[config.mk]
export PLATFORM = sky130hd
export DESIGN_NAME = shift_seq_unit
export DESIGN_NICKNAME = d
export VERILOG_FILES = /design/src/rtl/shift_seq_pkg.sv /design/src/rtl/shift_one_step.sv /design/src/rtl/shift_seq_unit.sv
export SDC_FILE = /design/constraint.sdc
export NUM_CORES = 1
export LEC_CHECK = 0
export CAP_MARGIN = 20
export CORE_MARGIN = 3
export CORE_UTILIZATION = 43
export DETAILED_ROUTE_END_ITERATION = 7
export PLACE_DENSITY = 0.8
export SYNTH_ARGS = -nofsm -noshare
export SYNTH_HDL_FRONTEND = slang
export SYNTH_SLANG_ARGS = --single-unit
export TNS_END_PERCENT = 20
[constraint.sdc]
create_clock -name clk -period 1.8 [get_ports clk]
set_input_delay 0.36 -clock clk [delete_from_list [all_inputs] [get_ports clk]]
set_output_delay 0.36 -clock clk [all_outputs]
set_load 0.01 [all_outputs]
[src/rtl/shift_seq_pkg.sv]
// Shared types and constants for the sequential shifter.
// Optional feature macro: SHIFT_SEQ_ARITH_EN (arithmetic right shift).
package shift_seq_pkg;

    typedef enum logic [1:0] {
        IDLE  = 2'd0,
        SHIFT = 2'd1,
        DONE  = 2'd2
    } state_t;

    localparam logic DIR_LEFT  = 1'b0;
    localparam logic DIR_RIGHT = 1'b1;

endpackage

[src/rtl/shift_one_step.sv]
// Single shift-by-one stage. Left fills bit 0 with zero; right fills the
// top bit with the supplied fill bit (zero or the sign bit).
import shift_seq_pkg::*;

module shift_one_step #(
    parameter int N = 8
) (
    input  logic [N-1:0] a,
    input  logic         dir,
    input  logic         fill,
    output logic [N-1:0] res
);

    // Shift the operand one position in the requested direction.
    always_comb begin
        res = {a[N-2:0], 1'b0};
        if (dir == DIR_RIGHT) begin
            res = {fill, a[N-1:1]};
        end
    end

endmodule

[src/rtl/shift_seq_unit.sv]
// Multi-cycle variable-amount shifter: one bit position per clock.
// Optional feature macro: SHIFT_SEQ_ARITH_EN adds in_arith, which makes a
// right shift replicate the captured top bit instead of filling with zero.
//
// Handshakes: a transfer happens on a rising edge where valid && ready are
// both high. in_ready is high only in IDLE; out_valid is high only in DONE,
// and out_data is the registered working word, stable until out_ready.
// fsm_state exposes the controller state for observation only.
import shift_seq_pkg::*;

module shift_seq_unit #(
    parameter int N  = 8,
    parameter int AW = $clog2(N)
) (
    input  logic          clk,
    input  logic          rst,
    input  logic          in_valid,
    output logic          in_ready,
    input  logic [N-1:0]  in_data,
    input  logic [AW-1:0] in_amount,
    input  logic          in_dir,
`ifdef SHIFT_SEQ_ARITH_EN
    input  logic          in_arith,
`endif
    output logic          out_valid,
    input  logic          out_ready,
    output logic [N-1:0]  out_data,
    output state_t        fsm_state
);

    state_t        state;
    state_t        next_state;
    logic [N-1:0]  work;
    logic [AW-1:0] count;
    logic          dir_q;
    logic          fill;
    logic [N-1:0]  step_res;
    logic          accept;

`ifdef SHIFT_SEQ_ARITH_EN
    logic          arith_q;

    // Sign fill only for right shifts requested as arithmetic.
    assign fill = (dir_q == DIR_RIGHT) && arith_q && work[N-1];
`else
    assign fill = 1'b0;
`endif

    assign accept    = in_valid && in_ready;
    assign in_ready  = (state == IDLE);
    assign out_valid = (state == DONE);
    assign out_data  = work;
    assign fsm_state = state;

    shift_one_step #(.N(N)) u_step (
        .a    (work),
        .dir  (dir_q),
        .fill (fill),
        .res  (step_res)
    );

    // Controller state register.
    always_ff @(posedge clk) begin
        if (rst) begin
            state <= IDLE;
        end else begin
            state <= next_state;
        end
    end

    // Next-state logic: zero amount skips straight to DONE.
    always_comb begin
        next_state = state;
        case (state)
            IDLE: begin
                if (accept) begin
                    next_state = (in_amount != '0) ? SHIFT : DONE;
                end
            end
            SHIFT: begin
                if (count == AW'(1)) begin
                    next_state = DONE;
                end
            end
            DONE: begin
                if (out_ready) begin
                    next_state = IDLE;
                end
            end
            default: next_state = IDLE;
        endcase
    end

    // Datapath: capture the request at accept, then one step per SHIFT cycle.
    always_ff @(posedge clk) begin
        if (rst) begin
            work    <= '0;
            count   <= '0;
            dir_q   <= DIR_LEFT;
`ifdef SHIFT_SEQ_ARITH_EN
            arith_q <= 1'b0;
`endif
        end else if (accept) begin
            work    <= in_data;
            count   <= in_amount;
            dir_q   <= in_dir;
`ifdef SHIFT_SEQ_ARITH_EN
            arith_q <= in_arith;
`endif
        end else if (state == SHIFT) begin
            work  <= step_res;
            count <= count - AW'(1);
        end
    end

endmodule

Word level (Yosys, flattened, before mapping)
Cells that the tools add are included.
{ "classes": {"n_addsub": 1, "n_eq_ne": 6, "n_mux": 10, "n_reduce_logical": 5} }
{ "ops": {"columns": ["operator", "n"], "rows": [
  ["$mux W8", 3],
  ["$mux W2", 4],
  ["$mux W3", 2],
  ["$pmux W2 S3", 1],
  ["$ne A2 B1 Y1 const B", 2],
  ["$eq A3 B1 Y1 const B", 1],
  ["$reduce_and A3 Y1", 1],
  ["$reduce_bool A3 Y1", 1],
  ["$sub A3 B1 Y3 const B", 1],
  ["$eq A2 B1 Y1 const B", 1],
  ["$eq A2 B2 Y1 const B", 1],
  ["$logic_not A2 Y1", 1],
  ["$ne A2 B2 Y1 const B", 1],
  ["$reduce_bool A2 Y1", 1],
  ["$logic_and A1 B1 Y1", 1]
]} }
{ "word_totals": {"ff_bits": 14, "inputBits": 16, "output_inout_bits": 12, "wordCells": 26} }

Depth between registers and ports, before layout
Gate-level depths: netlist of run 1.
{ "logic_depth": {"word_depth": 4, "depth_mapped": 5, "mapped_depth_nobuf": 5} }

By module
A second synthesis of run 1 with hierarchy kept.
{ "unflattened": {"cells_unflattened": 86, "hier_area_um2": 825.8} }
{ "modules_own_cells": {"columns": ["mod", "n_inst", "cells_each", "area_per_inst_um2", "seq_area_each_um2"], "rows": [
  ["shift_seq_unit", 1, 77, 701.9, 280.3],
  ["shift_one_step", 1, 9, 123.9, 0.0]
]} }

Worst setup path before layout of run 1
No wires, ideal clock.
{ "synth_path": {"path_kind": "register to register", "start": "register state[0], in the netlist fsm_state[0]", "end": "register work[6], in the netlist out_data[6]", "setup_ns": 0.117, "arrival_time_ns": 1.331, "t_required_ns": 1.683, "path_slack_ns": 0.352, "stages_incl_launch_ff": 5, "path_buffers": 1, "period_less_slack_ns": 1.448, "path_cell_list": "dfxtp_1 > or3b_4 > buf_6 > or2_0 > a32o_1"} }
{ "synth_between": {"elab_chain_cells": 3, "elab_cells_between_ends": 5, "classes_between": "1 x eq/ne; 1 x mux; 3 x reduce/logical"} }
{ "synth_rtl": {"columns": ["item", "line_no", "rtl"], "rows": [
  ["start: declaration", "shift_seq_unit.sv:31", "state_t state;"],
  ["start signal: assignment", "shift_seq_unit.sv:67", "state <= next_state;"],
  ["$logic_not A2 Y1", "shift_seq_unit.sv:50", "assign in_ready = (state == IDLE);"],
  ["$logic_and A1 B1 Y1", "shift_seq_unit.sv:49", "assign accept = in_valid && in_ready;"],
  ["$mux W8 / $reduce_bool A2 Y1 (equally long branches)", null, null],
  ["end signal: assignment", "shift_seq_unit.sv:104", "work <= in_data;"],
  ["end signal: assignment", "shift_seq_unit.sv:111", "work <= step_res;"],
  ["end: declaration", "shift_seq_unit.sv:33", "logic [N-1:0] work;"]
]} }
Several ways; a longest one is shown, not always the timed one.
A chain may end at the register's enable or synchronous reset.

Worst setup path in the final report of run 1
{ "layout_path": {"start": "register state[1], in the netlist fsm_state[1]", "end": "output fsm_state[1]"} }
{ "layout_rtl": {"columns": ["item", "line_no", "rtl"], "rows": [
  ["end: declaration", "shift_seq_unit.sv:28", "output state_t fsm_state"]
]} }
No word-level cell between the ends.

==> out/results.ini, run 1 <==
[global_route]
antenna_found_initial = 0
grt_start_max_net_pins = 15
grt_pass1_vias = 708
grt_overflow_total = 0
grt_pass1_wl_mm = 3.146
grtUsageTotal_pct = 16.61

[sta]
fin_crit_ns = 1.705
slew_headroom_pct = 67.27
finalSetupTns_ns = 0
fin_ws_ns = 0.09479
setup_viol = 0
fmaxAchievable_mhz = 586.4
finalCritPeriodShare_pct = 94.73
clock_skew_ns = 0.004163
grt_setup_unrepaired = no
drv_slew = 0
worst_slew_pin_slew_ns = 0.4891
hold_viol = 0

[power_and_ir_drop]
powerDensity_mw_per_mm2 = 724.6
leakagePower_nw = 0.4768
ir_drop_v = 0.0004382

[logic_synthesis]
syn-mean-instance-area_um2 = 9.035
synth_edf_count = 0
ys_ff_latch = 14
yosysTopAreaCell = dfxtp_1
synth_nets = 104
syn_area_um2 = 777.0
netlist.area_leader.share_pct = 36.07
ys_top_cells_by_area = dfxtp_1 36%, mux2i_1 9.0%, a32o_1 7.7%
synth-main-ff-cell = dfxtp_1
synthDistinctLibCells = 28
ys_warn_count = 0
synth-async-reset-ratio_pct = 0
ys_seq_area_share_pct = 36.07
syn_inst = 86

[outcome]
run_status = complete, no violations

[placed_design]
post_dp_cell_area_mm2 = 0.001115
hpwlAfterDp_mm = 1.469
dp_worst_setup_slack_ns = -0.1684
gp_congestion = 0.7768
dp.cells = 141
port_buffers = 27

[worst_setup_path]
critPathMaxFanout = 6
cp.required_ns = 1.44
worstSetupPathType = flip-flop to primary output
cp-start-kind = flip-flop
crit_arrival_ns = 1.35
cp-end-kind = primary output

[layout]
mostFrequentLayoutCells = 25 x clkdlybuf4s50_1, 13 x dfxtp_1, 8 x buf_4
fin_cells = 144
final_area_mm2 = 0.001144
final_nets = 140
syn_to_final_growth_pct = 47.18
final_common_cell = clkdlybuf4s50_1
drive_gt1_share_pct = 16.67
num_antenna_cells = 0
final_util_pct = 71.74

[clocking]
cts-buffers-inserted = 3
cts_tree = built
clk_pin_slew_ns = 0.08
cts_buffer_depth = 2
ctsHoldBuffers = 0
cts_htree_levels = 1
root_buffer = clkbuf_4
cts_setup_buffers = 0
clkSinkCount = 14
insertion_delay_ns = 0.28

[hold_path]
hp-class = flip-flop to flip-flop

[route]
wire_per_inst_um = 13.10
route.detailed.drc = 0
avgViaCountPerCell = 5.347
drtPass1Iterations = 4
drtIter0Drc = 6
vias = 770
wirelength_mm = 1.887
ant_nets = 0

[die]
chipHeight_um = 48.51
die_w_um = 48.51
ios = 28
start_util_pct = 48.74
coreArea_mm2 = 0.001594
die-area_mm2 = 0.002353
row_count = 14

[run]
maxCapViolations = 0

final cells by class:
class	count	area [um2]
clock buffer	3	22.52
sequential	14	281.5
fill	127	450.4
inverter	6	22.52
multi-input combinational	62	451.7
tap	24	30.03
timing repair buffer	35	335.3
routing by layer:
layer | global-route usage [%] | part of all wire, % | wire length, um | up-vias
met5 | 0 | 0 | 0 | -
met2 | 28.67 | 48 | 906 | 27
met4 | 4.265 | 0.74 | 14 | 0
met3 | 5.215 | 5.1 | 96 | 2
met1 | 19.96 | 46 | 870 | 355
li1 | - | - | - | 386
power by group:
part | total (mW) | leakage [nW] | switching, mW | internal, mW
combinational | 0.270 | 0.347 | 0.107 | 0.163
clock | 0.175 | 0.0138 | 0.0975 | 0.0776
sequential | 0.384 | 0.116 | 0.0391 | 0.345
path summary, 6_finish.rpt:
path / from / depth (start not counted) / slack (ns) / endpoint
hold reg to reg: out_data[0] / 1 / 0.53 / out_data[0]
setup / recovery: fsm_state[1] / 2 / 0.09 / fsm_state[1]
setup reg to reg: fsm_state[0] / 3 / 0.29 / out_data[3]
hold / removal: out_data[0] / 1 / 0.53 / out_data[0]
cell families after synthesis:
logic type                 Yosys count  share of synthesized area [%]
AOI/OAI and AO/OA                   24                          25.12
buffers and inverters               10                          5.797
DFF                                 14                          36.07
muxes                                7                          9.018
and+or+nand+nor                     29                          20.77
adders and majority gates            2                          3.220
worst max-delay path, stage by stage (launching register included):
cell and delay [ns]:
dfxtp_1 0.38, buf_4 0.16, clkdlybuf4s50_1 0.53
Yosys cell counts (3+ instances only):
cell       n
a21oi_1    5
a32o_1     6
clkbuf_1   3
dfxtp_1   14
inv_1      6
mux2i_1    7
nand2_1    7
nor2_1     4
o21ai_0    3
o221a_2    3
or2_0      3
or2_2      3
stage by stage:
step	hold WS [ns]	total power, mW
5_1_grt	0.5509	0.8800
2_1_floorplan	0.4291	0.5279
3_5_place_dp	0.5143	0.6610
3_3_place_gp	0.5031	0.6557
6_report	0.5260	0.8286
4_1_cts	0.5339	0.8385
timing repair:
action / in CTS / in global routing
setup endpoints to repair: 2 / 2
gates cloned: 0 / 0
gates resized for setup: 1 / 2
state kept, by name, indices dropped and copies added (netlist names):
signal / cells
dir_q: 1
out_data: 8
count: 3
fsm_state: 2
Note: power is estimated with default switching activity, not from simulation.
==> run 2, diff against run 1 <==
--- a/config.mk
+++ b/config.mk
@@ -5,10 +5,10 @@
 export SDC_FILE = /design/constraint.sdc
 export NUM_CORES = 1
 export LEC_CHECK = 0
-export CAP_MARGIN = 20
 export CORE_MARGIN = 3
 export CORE_UTILIZATION = 43
 export DETAILED_ROUTE_END_ITERATION = 7
+export GPL_TIMING_DRIVEN = 0
 export PLACE_DENSITY = 0.8
 export SYNTH_ARGS = -nofsm -noshare
 export SYNTH_HDL_FRONTEND = slang
==> run 2 against run 1 <==
  * Critical path depth is 1 higher
  * Clock power is 3% lower
  * Register-to-register slack better by 0.03 ns
  * Critical path type unchanged
==> out/results.ini, run 2 (synthesized netlist as in run 1, its figures left out) <==
[power_and_ir_drop]
p_total_mw = 0.8184
ir_drop_v = 0.0004707
powerDensity_mw_per_mm2 = 733.2
leakagePower_nw = 0.4445

[layout]
mostFrequentLayoutCells = 24 x clkdlybuf4s50_1, 12 x dfxtp_1, 7 x mux2i_1, 7 x nand2_1
fin_cells = 140
num_antenna_cells = 0
drive_gt1_share_pct = 13.79
largest_reg_flops = 8
final_util_pct = 70.02
final_common_cell = clkdlybuf4s50_1
final_nets = 136
syn_to_final_growth_pct = 43.64

[route]
drtPass1Iterations = 4
route.detailed.drc = 0
wirelength_mm = 1.971
drtIter0Drc = 7
wire_per_inst_um = 14.08
ant_nets = 0
avgViaCountPerCell = 5.343
vias = 748

[sta]
fin_crit_ns = 1.609
clock_skew_ns = 0.003605
drv_slew = 0
worst_slew_pin_slew_ns = 0.5353
setup_viol = 0
hold_ws_ns = 0.5255
grt_setup_unrepaired = no
slew_headroom_pct = 64.31
hold_viol = 0
finalCritPeriodShare_pct = 89.37
finalSetupTns_ns = 0
fmaxAchievable_mhz = 621.7

[worst_setup_path]
r2r_cells = 4
critPathMaxFanout = 10
worst_r2r_startpoint = fsm_state[0]
endpoint = out_valid
r2r_end = out_data[4]
cp-startpoint = fsm_state[1]
cp.required_ns = 1.44
cp-end-kind = primary output
cp-start-kind = flip-flop
regToRegSetupSlack_ns = 0.32
crit_arrival_ns = 1.25
worstSetupPathType = flip-flop to primary output

[global_route]
grt_start_max_net_pins = 11
grt_overflow_total = 0
grt_pass1_wl_mm = 3.146
antenna_found_initial = 0
grtUsageTotal_pct = 16.77
grt_pass1_vias = 730

[clocking]
ctsHoldBuffers = 0
cts_setup_buffers = 0
cts_tree = built
root_buffer = clkbuf_4
cts_htree_levels = 1
clkSinkCount = 14
clk_pin_slew_ns = 0.08
cts-buffers-inserted = 3
cts_buffer_depth = 2
post_cts_resized = 9
insertion_delay_ns = 0.27

[run]
maxCapViolations = 0

[die]
chipHeight_um = 48.51
ios = 28
start_util_pct = 48.74
die_w_um = 48.51
die-area_mm2 = 0.002353
coreArea_mm2 = 0.001594
row_count = 14

[placed_design]
dp.cells = 137
hpwlAfterDp_mm = 1.511
port_buffers = 27
gp_congestion = 0.7431

[outcome]
run_status = complete, no violations

[hold_path]
hp-class = flip-flop to flip-flop

[run 2: where the power goes]
group	total, mW	internal, mW	switching (mW)
registers	0.377	0.345	0.0323
clock network	0.169	0.0772	0.0916
logic	0.273	0.156	0.116
[run 2: critical path: stages (launching register included)]
cell	delay [ns]
dfxtp_2	0.37
clkbuf_8	0.17
nor2b_1	0.16
dlygate4sd2_1	0.28
[run 2: worst min path at each step]
stage / from / end / slack (ns) / depth (start not counted)
6_report: out_data[0] / out_data[0] / 0.53 / 1
5_1_grt: out_data[1] / out_data[1] / 0.56 / 1
4_1_cts: out_data[0] / out_data[0] / 0.53 / 1
3_5_place_dp: out_data[0] / out_data[0] / 0.51 / 1
3_3_place_gp: out_data[4] / out_data[4] / 0.50 / 1
2_1_floorplan: rst / fsm_state[1] / 0.43 / 1
[run 2: cell type report]
cell class | instances | area (um2)
fillers | 131 | 478.0
multi-input cells | 62 | 451.7
flip-flops and latches | 14 | 282.8
repair buffers | 27 | 270.3
plain buffers | 4 | 36.28
well taps | 24 | 30.03
clock buffers | 3 | 22.52
inverters | 6 | 22.52
[run 2: per-stage QoR]
stage               setup slack (ns)  instance area (um2)
global placement             -0.3033                 1077
finish                        0.1914                 1116
global route                  0.1056                 1116
floorplan                     0.3516                777.0
CTS                         -0.02906                 1114
detailed placement           -0.3288                 1077
[run 2: layer usage]
metal,wire (um),global-route usage [%],share of wire (%),vias to the layer above
met4,31,7.583,1.6,0
met3,85,3.681,4.3,4
met1,882,18.90,45,343
li1,-,-,-,379
met5,0,0,0,-
met2,971,30.05,49,22
